## config.mk

```make
export PLATFORM = sky130hd
export DESIGN_NAME = spi_line_fetcher
export DESIGN_NICKNAME = d
export VERILOG_FILES = /design/src/rtl/spi_line_fetcher.sv
export SDC_FILE = /design/constraint.sdc
export NUM_CORES = 1
export LEC_CHECK = 0
export ABC_CLOCK_PERIOD_IN_PS = 2200
export CAP_MARGIN = 0
export CORE_UTILIZATION = 25
export DETAILED_ROUTE_END_ITERATION = 10
export PLACE_DENSITY = 0.47
export SLEW_MARGIN = 10
export SYNTH_ARGS = -nofsm -noshare
export SYNTH_HDL_FRONTEND = slang
export SYNTH_SLANG_ARGS = --single-unit
export TNS_END_PERCENT = 20
```

## constraint.sdc

```tcl
create_clock -name clk -period 2.2 [get_ports clk]
set_input_delay 0.22 -clock clk [delete_from_list [all_inputs] [get_ports clk]]
set_output_delay 0.22 -clock clk [all_outputs]
set_load 0.01 [all_outputs]
```

## src/rtl/spi_line_fetcher.sv

```systemverilog
// Double-buffered SPI line fetcher: reads PIXELS words of PIXEL_W bits from SPI
// memory into the back bank while the front bank is read by the video side.
//
// state   | meaning
// S_IDLE  | waiting for start; swap toggles front_bank directly
// S_CMD   | shifting out the 8-bit read opcode
// S_ADDR  | shifting out the ADDR_W-bit start address
// S_DUMMY | DUMMY idle SCLK cycles (skipped when DUMMY == 0)
// S_DATA  | shifting pixel words in from MISO into the fill bank
// S_END   | one-cycle done pulse; deferred swap is applied on leaving
module spi_line_fetcher #(
  parameter int          ADDR_W  = 24,
  parameter int          PIXEL_W = 9,
  parameter int          PIXELS  = 16,
  parameter logic [7:0]  CMD     = 8'h03,
  parameter int          DUMMY   = 0
) (
  input  logic                       clk,
  input  logic                       reset,
  input  logic                       start,
  input  logic [ADDR_W-1:0]          addr,
  input  logic                       swap,
  input  logic [$clog2(PIXELS)-1:0]  rd_idx,
  output logic [PIXEL_W-1:0]         rd_data,
  output logic                       front_bank,
  output logic                       busy,
  output logic                       done,
  output logic                       spi_cs,
  output logic                       spi_sclk,
  output logic                       spi_mosi,
  input  logic                       spi_miso
);

  localparam int IDX_W = $clog2(PIXELS);
  localparam int TX_W  = 8 + ADDR_W;
  localparam int MAXB  = (ADDR_W > DUMMY) ? ((ADDR_W > 8) ? ADDR_W : 8)
                                          : ((DUMMY > 8) ? DUMMY : 8);
  localparam int CNT_W = $clog2(MAXB);
  localparam int PW_W  = $clog2(PIXEL_W);
  localparam logic [IDX_W:0] PIX_LIM = (IDX_W+1)'(PIXELS);

  typedef enum logic [2:0] {S_IDLE, S_CMD, S_ADDR, S_DUMMY, S_DATA, S_END} state_t;

  state_t             state;
  logic [TX_W-2:0]    tx_sr;
  logic [PIXEL_W-2:0] rx_sr;
  logic [PIXEL_W-1:0] rx_next;
  logic [CNT_W-1:0]   bit_cnt;
  logic [PW_W-1:0]    pix_cnt;
  logic [IDX_W-1:0]   word_idx;
  logic               fill_bank;
  logic               swap_pending;
  logic               fb_eff;

  logic               wr_en;
  logic               wr_bank;
  logic [IDX_W-1:0]   wr_idx;
  logic [PIXEL_W-1:0] wr_data;

  logic [PIXEL_W-1:0] mem0 [PIXELS];
  logic [PIXEL_W-1:0] mem1 [PIXELS];

  always_comb begin
    rx_next = {rx_sr, spi_miso};
    fb_eff  = front_bank ^ (swap && state == S_IDLE);
  end

  always_ff @(posedge clk) begin
    if (reset) begin
      state        <= S_IDLE;
      tx_sr        <= '0;
      rx_sr        <= '0;
      bit_cnt      <= '0;
      pix_cnt      <= '0;
      word_idx     <= '0;
      fill_bank    <= 1'b0;
      swap_pending <= 1'b0;
      front_bank   <= 1'b0;
      busy         <= 1'b0;
      done         <= 1'b0;
      spi_cs       <= 1'b0;
      spi_sclk     <= 1'b0;
      spi_mosi     <= 1'b0;
      wr_en        <= 1'b0;
      wr_bank      <= 1'b0;
      wr_idx       <= '0;
      wr_data      <= '0;
    end else begin
      wr_en <= 1'b0;
      case (state)
        S_IDLE: begin
          front_bank <= fb_eff;
          if (start) begin
            // fill target accounts for a swap taken on this same edge
            fill_bank <= ~fb_eff;
            tx_sr     <= {CMD[6:0], addr};
            spi_mosi  <= CMD[7];
            spi_cs    <= 1'b1;
            spi_sclk  <= 1'b0;
            busy      <= 1'b1;
            bit_cnt   <= CNT_W'(7);
            pix_cnt   <= PW_W'(PIXEL_W-1);
            word_idx  <= '0;
            state     <= S_CMD;
          end
        end
        S_CMD, S_ADDR, S_DUMMY, S_DATA: begin
          if (swap) swap_pending <= 1'b1;
          if (!spi_sclk) begin
            spi_sclk <= 1'b1;
          end else begin
            spi_sclk <= 1'b0;
            case (state)
              S_CMD: begin
                tx_sr    <= tx_sr << 1;
                spi_mosi <= tx_sr[TX_W-2];
                if (bit_cnt == '0) begin
                  bit_cnt <= CNT_W'(ADDR_W-1);
                  state   <= S_ADDR;
                end else begin
                  bit_cnt <= bit_cnt - 1'b1;
                end
              end
              S_ADDR: begin
                tx_sr <= tx_sr << 1;
                if (bit_cnt == '0) begin
                  spi_mosi <= 1'b0;
                  bit_cnt  <= CNT_W'((DUMMY > 0) ? DUMMY-1 : 0);
                  state    <= (DUMMY > 0) ? S_DUMMY : S_DATA;
                end else begin
                  spi_mosi <= tx_sr[TX_W-2];
                  bit_cnt  <= bit_cnt - 1'b1;
                end
              end
              S_DUMMY: begin
                if (bit_cnt == '0) state <= S_DATA;
                else               bit_cnt <= bit_cnt - 1'b1;
              end
              default: begin
                rx_sr <= rx_next[PIXEL_W-2:0];
                if (pix_cnt == '0) begin
                  wr_en    <= 1'b1;
                  wr_bank  <= fill_bank;
                  wr_idx   <= word_idx;
                  wr_data  <= rx_next;
                  pix_cnt  <= PW_W'(PIXEL_W-1);
                  word_idx <= word_idx + IDX_W'(1);
                  if (word_idx == IDX_W'(PIXELS-1)) begin
                    spi_cs <= 1'b0;
                    busy   <= 1'b0;
                    done   <= 1'b1;
                    state  <= S_END;
                  end
                end else begin
                  pix_cnt <= pix_cnt - 1'b1;
                end
              end
            endcase
          end
        end
        S_END: begin
          done         <= 1'b0;
          swap_pending <= 1'b0;
          if (swap_pending || swap) front_bank <= ~front_bank;
          state        <= S_IDLE;
        end
        default: state <= S_IDLE;
      endcase
    end
  end

  // the last word lands on the same edge that leaves S_END
  always_ff @(posedge clk) begin
    if (wr_en) begin
      if (wr_bank) mem1[wr_idx] <= wr_data;
      else         mem0[wr_idx] <= wr_data;
    end
  end

  always_ff @(posedge clk) begin
    if (reset)                         rd_data <= '0;
    else if ({1'b0, rd_idx} >= PIX_LIM) rd_data <= '0;
    else if (front_bank)               rd_data <= mem1[rd_idx];
    else                               rd_data <= mem0[rd_idx];
  end

endmodule

```

Word level (Yosys, flattened, before mapping). Memories as Yosys holds them, arrays and structs flattened. Index checks and enable logic that the tools add are counted.

Register bits after elaboration: 86. Bits in writable memories: 288. Input port bits: 33. Bits in latches: 0. ROM bits: 0. Memories: 2. Word-level logic and storage cells: 136. Output and inout bits: 15.

Memory list: mem0 (words 16, width 9, read ports 1, clocked after memory_dff 0, wr ports 1, line 60) `logic [PIXEL_W-1:0] mem0 [PIXELS];`; mem1 (words 16, width 9, read ports 1, clocked after memory_dff 0, wr ports 1, line 61) `logic [PIXEL_W-1:0] mem1 [PIXELS];`.

Reductions and logical operators: 27. Order comparisons: 0. Div/mod/pow operators: 0. Bitwise gates (word level): 6. Shifts and indexed selects: 0. Equality and inequality tests: 21. Add/sub/neg operators: 3. Mux-type cells: 59. Multiply operators: 0.

Operators with widths (number): $mux 31 (3); $pmux 31 s2 (1); $mux 4 (8); $mux 5 (5); $mux 1 (22); $mux 3 (6); $ne 2x2->1 const B (8); $pmux 4 s2 (2); $reduce_and 4->1 (4); $pmux 5 s3 (1); $reduce_and 5->1 (3); $pmux 1 s2 (7); $ne 3x3->1 const B (4); $ne 4x4->1 const B (3); $pmux 3 s2 (2); $reduce_and 6->1 (2); $pmux 5 s2 (1); $mux 9 (1); $reduce_and 2->1 (4); $eq 3x2->1 const B (2); $eq 3x3->1 const B (2); $reduce_bool 2->1 (3); $reduce_or 6->1 (1); $logic_not 5->1 (1); 15 further kinds (20).

Longest topological paths before layout.
Depth after elaboration: 6. Depth in mapped cells: 8. Depth with buffers taken out: 7.

Worst setup path before layout. OpenSTA, ideal clock, no wires.

Path kind: register -> register. Start point: reg pix_cnt[0]. End point: reg word_idx[3]. Setup slack: 432 ps. Period minus slack after synthesis: 1768 ps. Stages on the path, launching flop included: 8. Data required time: 2085 ps. Library setup time: 115 ps. Arrival time: 1654 ps. Cell sequence: dfxtp_1 > inv_1 > ha_1 > or3b_1 > a221oi_2 > nand4_1 > xor2_1 > nor2_2.

Word-level cells in the longest chain between the ends: 3.

RTL lines: from (decl) (line 49) `logic [PW_W-1:0] pix_cnt;`; from (signal assigned) (line 102) `pix_cnt <= PW_W'(PIXEL_W-1);`; from (signal assigned) (line 146) `pix_cnt <= PW_W'(PIXEL_W-1);`; from (signal assigned) (line 155) `pix_cnt <= pix_cnt - 1'b1;`; $logic_not 4->1 (line 141) `if (pix_cnt == '0) begin`; $ne 2x2->1 (no source line); $reduce_and 5->1 (no source line); to (signal assigned) (line 147) `word_idx <= word_idx + IDX_W'(1);`; to (decl) (line 50) `logic [IDX_W-1:0] word_idx;`.

Every way passes these cells. A chain may end at the register's enable or synchronous reset.

Worst setup path in the final report.
Start point: reg front_bank. End point: out front_bank.

RTL lines: from (decl) (line 25) `output logic front_bank,`; from (signal assigned) (line 164) `if (swap_pending || swap) front_bank <= ~front_bank;`.

No word-level cell between the ends.

==> results.sh <==
export IMPL_path_max_fanout=7
export IMPL_status="complete, no violations"
export IMPL_grt_pass1_vias=8228
export IMPL_met2_usage=0.175
export IMPL_met3_usage=0.0257
export IMPL_globalplace_congestion=0.724
export IMPL_place_inst=1744
export IMPL_diodes=0
export IMPL_tritoncts="built"
export IMPL_fill_cells=5835
export IMPL_drv_cap=0
export IMPL_drt_wl_total_mm=33.0
export IMPL_worstPathRequired_ns=1.98
export IMPL_critPathLaunchType="flop"
export IMPL_clock_path_buffers=3
export IMPL_finClkSkew_ns=0.0241
export IMPL_ys_warn_count=0
export IMPL_vias=7939
export IMPL_grt_pass1_wl_mm=50.7
export IMPL_rr_worst_depth=7
export IMPL_h_tree_depth=2
export IMPL_period_share=0.890
export IMPL_cp_end_kind="output port"
export IMPL_cts_buffers=41
export IMPL_grt_max_degree=56
export IMPL_seq_power_share=0.497
export IMPL_areaGrowthSynthToFinish_pct=20.4
export IMPL_layout_commonest_cell="edfxtp_1"
export IMPL_ys_top_cells_by_area="edfxtp_1, dfxtp_1, mux4_2"
export IMPL_synth_edff_count=288
export IMPL_p_clk_frac=0.435
export IMPL_syn_inst=906
export IMPL_core_rowCount=89
export IMPL_worstPathArrival_ns=1.74
export IMPL_die_x_microns=247
export IMPL_ctsHoldBuffers=0
export IMPL_port_buffers=47
export IMPL_root_buffer="clkbuf_16"
export IMPL_setup_tns_final_ns=0
export IMPL_rsz0062_at_grt="false"
export IMPL_fin_nets=1051
export IMPL_antenna_left=0
export IMPL_gr_usage_met1=0.150
export IMPL_synth_top_area_frac=0.579
export IMPL_relSlewSlack=0.604
export IMPL_yosys_area_top_type="edfxtp_1"
export IMPL_min_path_cells=2
export IMPL_path_depth=1
export IMPL_overflow=0
export IMPL_initial_core_util=0.253
export IMPL_seq_area_frac_synth=0.694
export IMPL_path_buf_inv=1
export IMPL_die_area_sq_um=60800
export IMPL_internal_power_uw=12000
export IMPL_synth_ff_latch_count=374
export IMPL_path_class="reg -> out"
export IMPL_rrSetupSlack_ns=0.28
export IMPL_drc=0
export IMPL_drt_initial_drc_count=504
export IMPL_postCtsSetupRepairBufs=0
export IMPL_clk_latency_ns=0.57
export IMPL_p_sw_uw=3470
export IMPL_finalHoldViolations=0
export IMPL_p_per_area_nw_per_um2=858
export IMPL_top_usage_layer="met2"
export IMPL_antenna_found_initial=0
export IMPL_synth_nets=943
export IMPL_grt_total_usage=0.111
export IMPL_p_leak_uw=0.00602
export IMPL_min_delay_start="reset"
export IMPL_synth_main_ff_cell="edfxtp_1"
export IMPL_drive_gt1_frac=0.231
export IMPL_irDropWorstVdd_mv=0.482
export IMPL_r2r_start="pix_cnt[0]$_SDFFE_PP0P_"
export IMPL_layout_cells_non_filler=1820
export IMPL_async_flop_share=0
export IMPL_crit_start="front_bank$_SDFFE_PP0P_"
export IMPL_fin_crit_ns=1.96
export IMPL_clock_sinks=374
export IMPL_max_freq_mhz=511
export IMPL_switching_share=0.225
export IMPL_synth_area_per_cell_sq_um=16.5
export IMPL_routedWlPerCell_microns=18.1
export IMPL_pwr_share_comb=0.068
export IMPL_slew_violations=0
export IMPL_viasPerCell=4.36
export IMPL_worstMarginPinSlew_ns=0.593
export IMPL_final_cell_mix="edfxtp_1, dfxtp_1, nor2_1, nand2_1, buf_4"
export IMPL_hold_path_class="in -> reg"
export IMPL_path_cells="clkdlybuf4s50_1"
export IMPL_cpPeakStageDelay_ns=0.63
export IMPL_dieHeight_microns=247
export IMPL_synthDistinctLibCells=58
export IMPL_dr_pass1_iters=4
export IMPL_cpMaxStageDelayCell="clkdlybuf4s50_1"
export IMPL_path_delay_family="buffers and inverters"
export IMPL_dp_hpwl_mm=20.9
export IMPL_coreArea_sq_um=59000
export IMPL_ios=48
export IMPL_synthesis_area_sq_um=14900
export IMPL_setup_viol=0
export IMPL_cts_resized=0
export IMPL_clk_pin_slew_worst_paths_ns=0.06
-- synthesized netlist by cell type, types with 3 or more instances --
library cell / number
edfxtp_1: 288
dfxtp_1: 86
nor2_1: 82
nand2_1: 72
mux4_2: 65
mux2i_1: 49
a21oi_1: 48
buf_2: 20
a211oi_2: 19
clkbuf_1: 17
nand3_1: 13
nor3_1: 12
a221o_1: 9
nor2b_1: 9
a221oi_1: 8
mux4_1: 7
a211oi_1: 6
inv_1: 6
buf_4: 5
buf_6: 5
nand2b_1: 5
o21ai_0: 5
xnor2_1: 5
xor2_1: 5
ha_1: 4
a22oi_1: 3
buf_12: 3
buf_8: 3
nand4_1: 3
nor2_2: 3
or2_2: 3
or3_1: 3
-- final cells by class --
type | instances | area (sq um) | share of cell area
Sequential cell | 374 | 10400 | 0.576
Multi-Input combinational cell | 470 | 4180 | 0.232
Timing Repair Buffer | 121 | 1140 | 0.0631
Clock buffer | 48 | 1060 | 0.0590
Tap cell | 773 | 967 | 0.0537
Clock inverter | 28 | 259 | 0.0144
Inverter | 6 | 22.5 | 0.00125
-- stage by stage --
| stage | setup WS [ns] | util | area [sq um] | hold WS (ns) | power [uW] |
|---|---|---|---|---|---|
| after detailed placement | 0.104 | 0.283 | 16700 | 0.447 | 8890 |
| after global routing | 0.140 | 0.305 | 18000 | 0.105 | 16000 |
| after CTS | 0.204 | 0.305 | 18000 | 0.0712 | 15700 |
| after global placement | 0.0665 | 0.283 | 16700 | 0.440 | 8890 |
| after floorplan | 0.432 | - | 14900 | 0.356 | 8550 |
| final | 0.242 | 0.305 | 18000 | 0.108 | 15400 |
-- routing by layer --
metal	part of all wire	routed length, microns
met1	0.47	15500
met2	0.46	15100
met3	0.053	1740
met4	0.020	657
met5	0	0
-- power by group through the flow --
| stage | combinational [uW] | clock, uW | sequential [uW] |
|---|---|---|---|
| finish | 1050 | 6710 | 7670 |
| global route | 1150 | 7200 | 7690 |
| CTS | 1070 | 6930 | 7670 |
| detailed placement | 1070 | 0 | 7820 |
| global placement | 1060 | 0 | 7830 |
| floorplan | 736 | 0 | 7810 |
-- state kept, by name, summed over array words and instances, names as in the netlist, 4 cells and up --
name      cells
bit_cnt       5
mem0        144
mem1        144
pix_cnt       4
rd_data       9
rx_sr         8
tx_sr        31
word_idx      4
wr_data       9
wr_idx        4
-- worst reg2reg max path, cell delays in order, from the launching register on --
cell and delay [ns]:
dfxtp_1 0.33, inv_1 0.08, ha_1 0.16, or3b_1 0.43
a221oi_2 0.43, nand4_1 0.17, xor2_1 0.18, nor2_2 0.04
-- kinds of logic after synthesis --
group | after synthesis | share of synthesized area
flip-flops | 374 | 0.694
multiplexers | 123 | 0.145
XOR/XNOR | 11 | 0.00770
adder cells (fa/ha/maj) | 4 | 0.00335
AO/OA/AOI/OAI | 116 | 0.0600
buffers and inverters | 62 | 0.0268
AND/OR/NAND/NOR | 216 | 0.0639
-- worst paths after layout --
check / endpoint
max: front_bank
min: word_idx[1]$_SDFFE_PP0P_
max reg2reg: word_idx[3]$_SDFFE_PP0P_
min reg2reg: wr_data[5]$_SDFFE_PP0P_
Power figures use the tool's default switching activity.
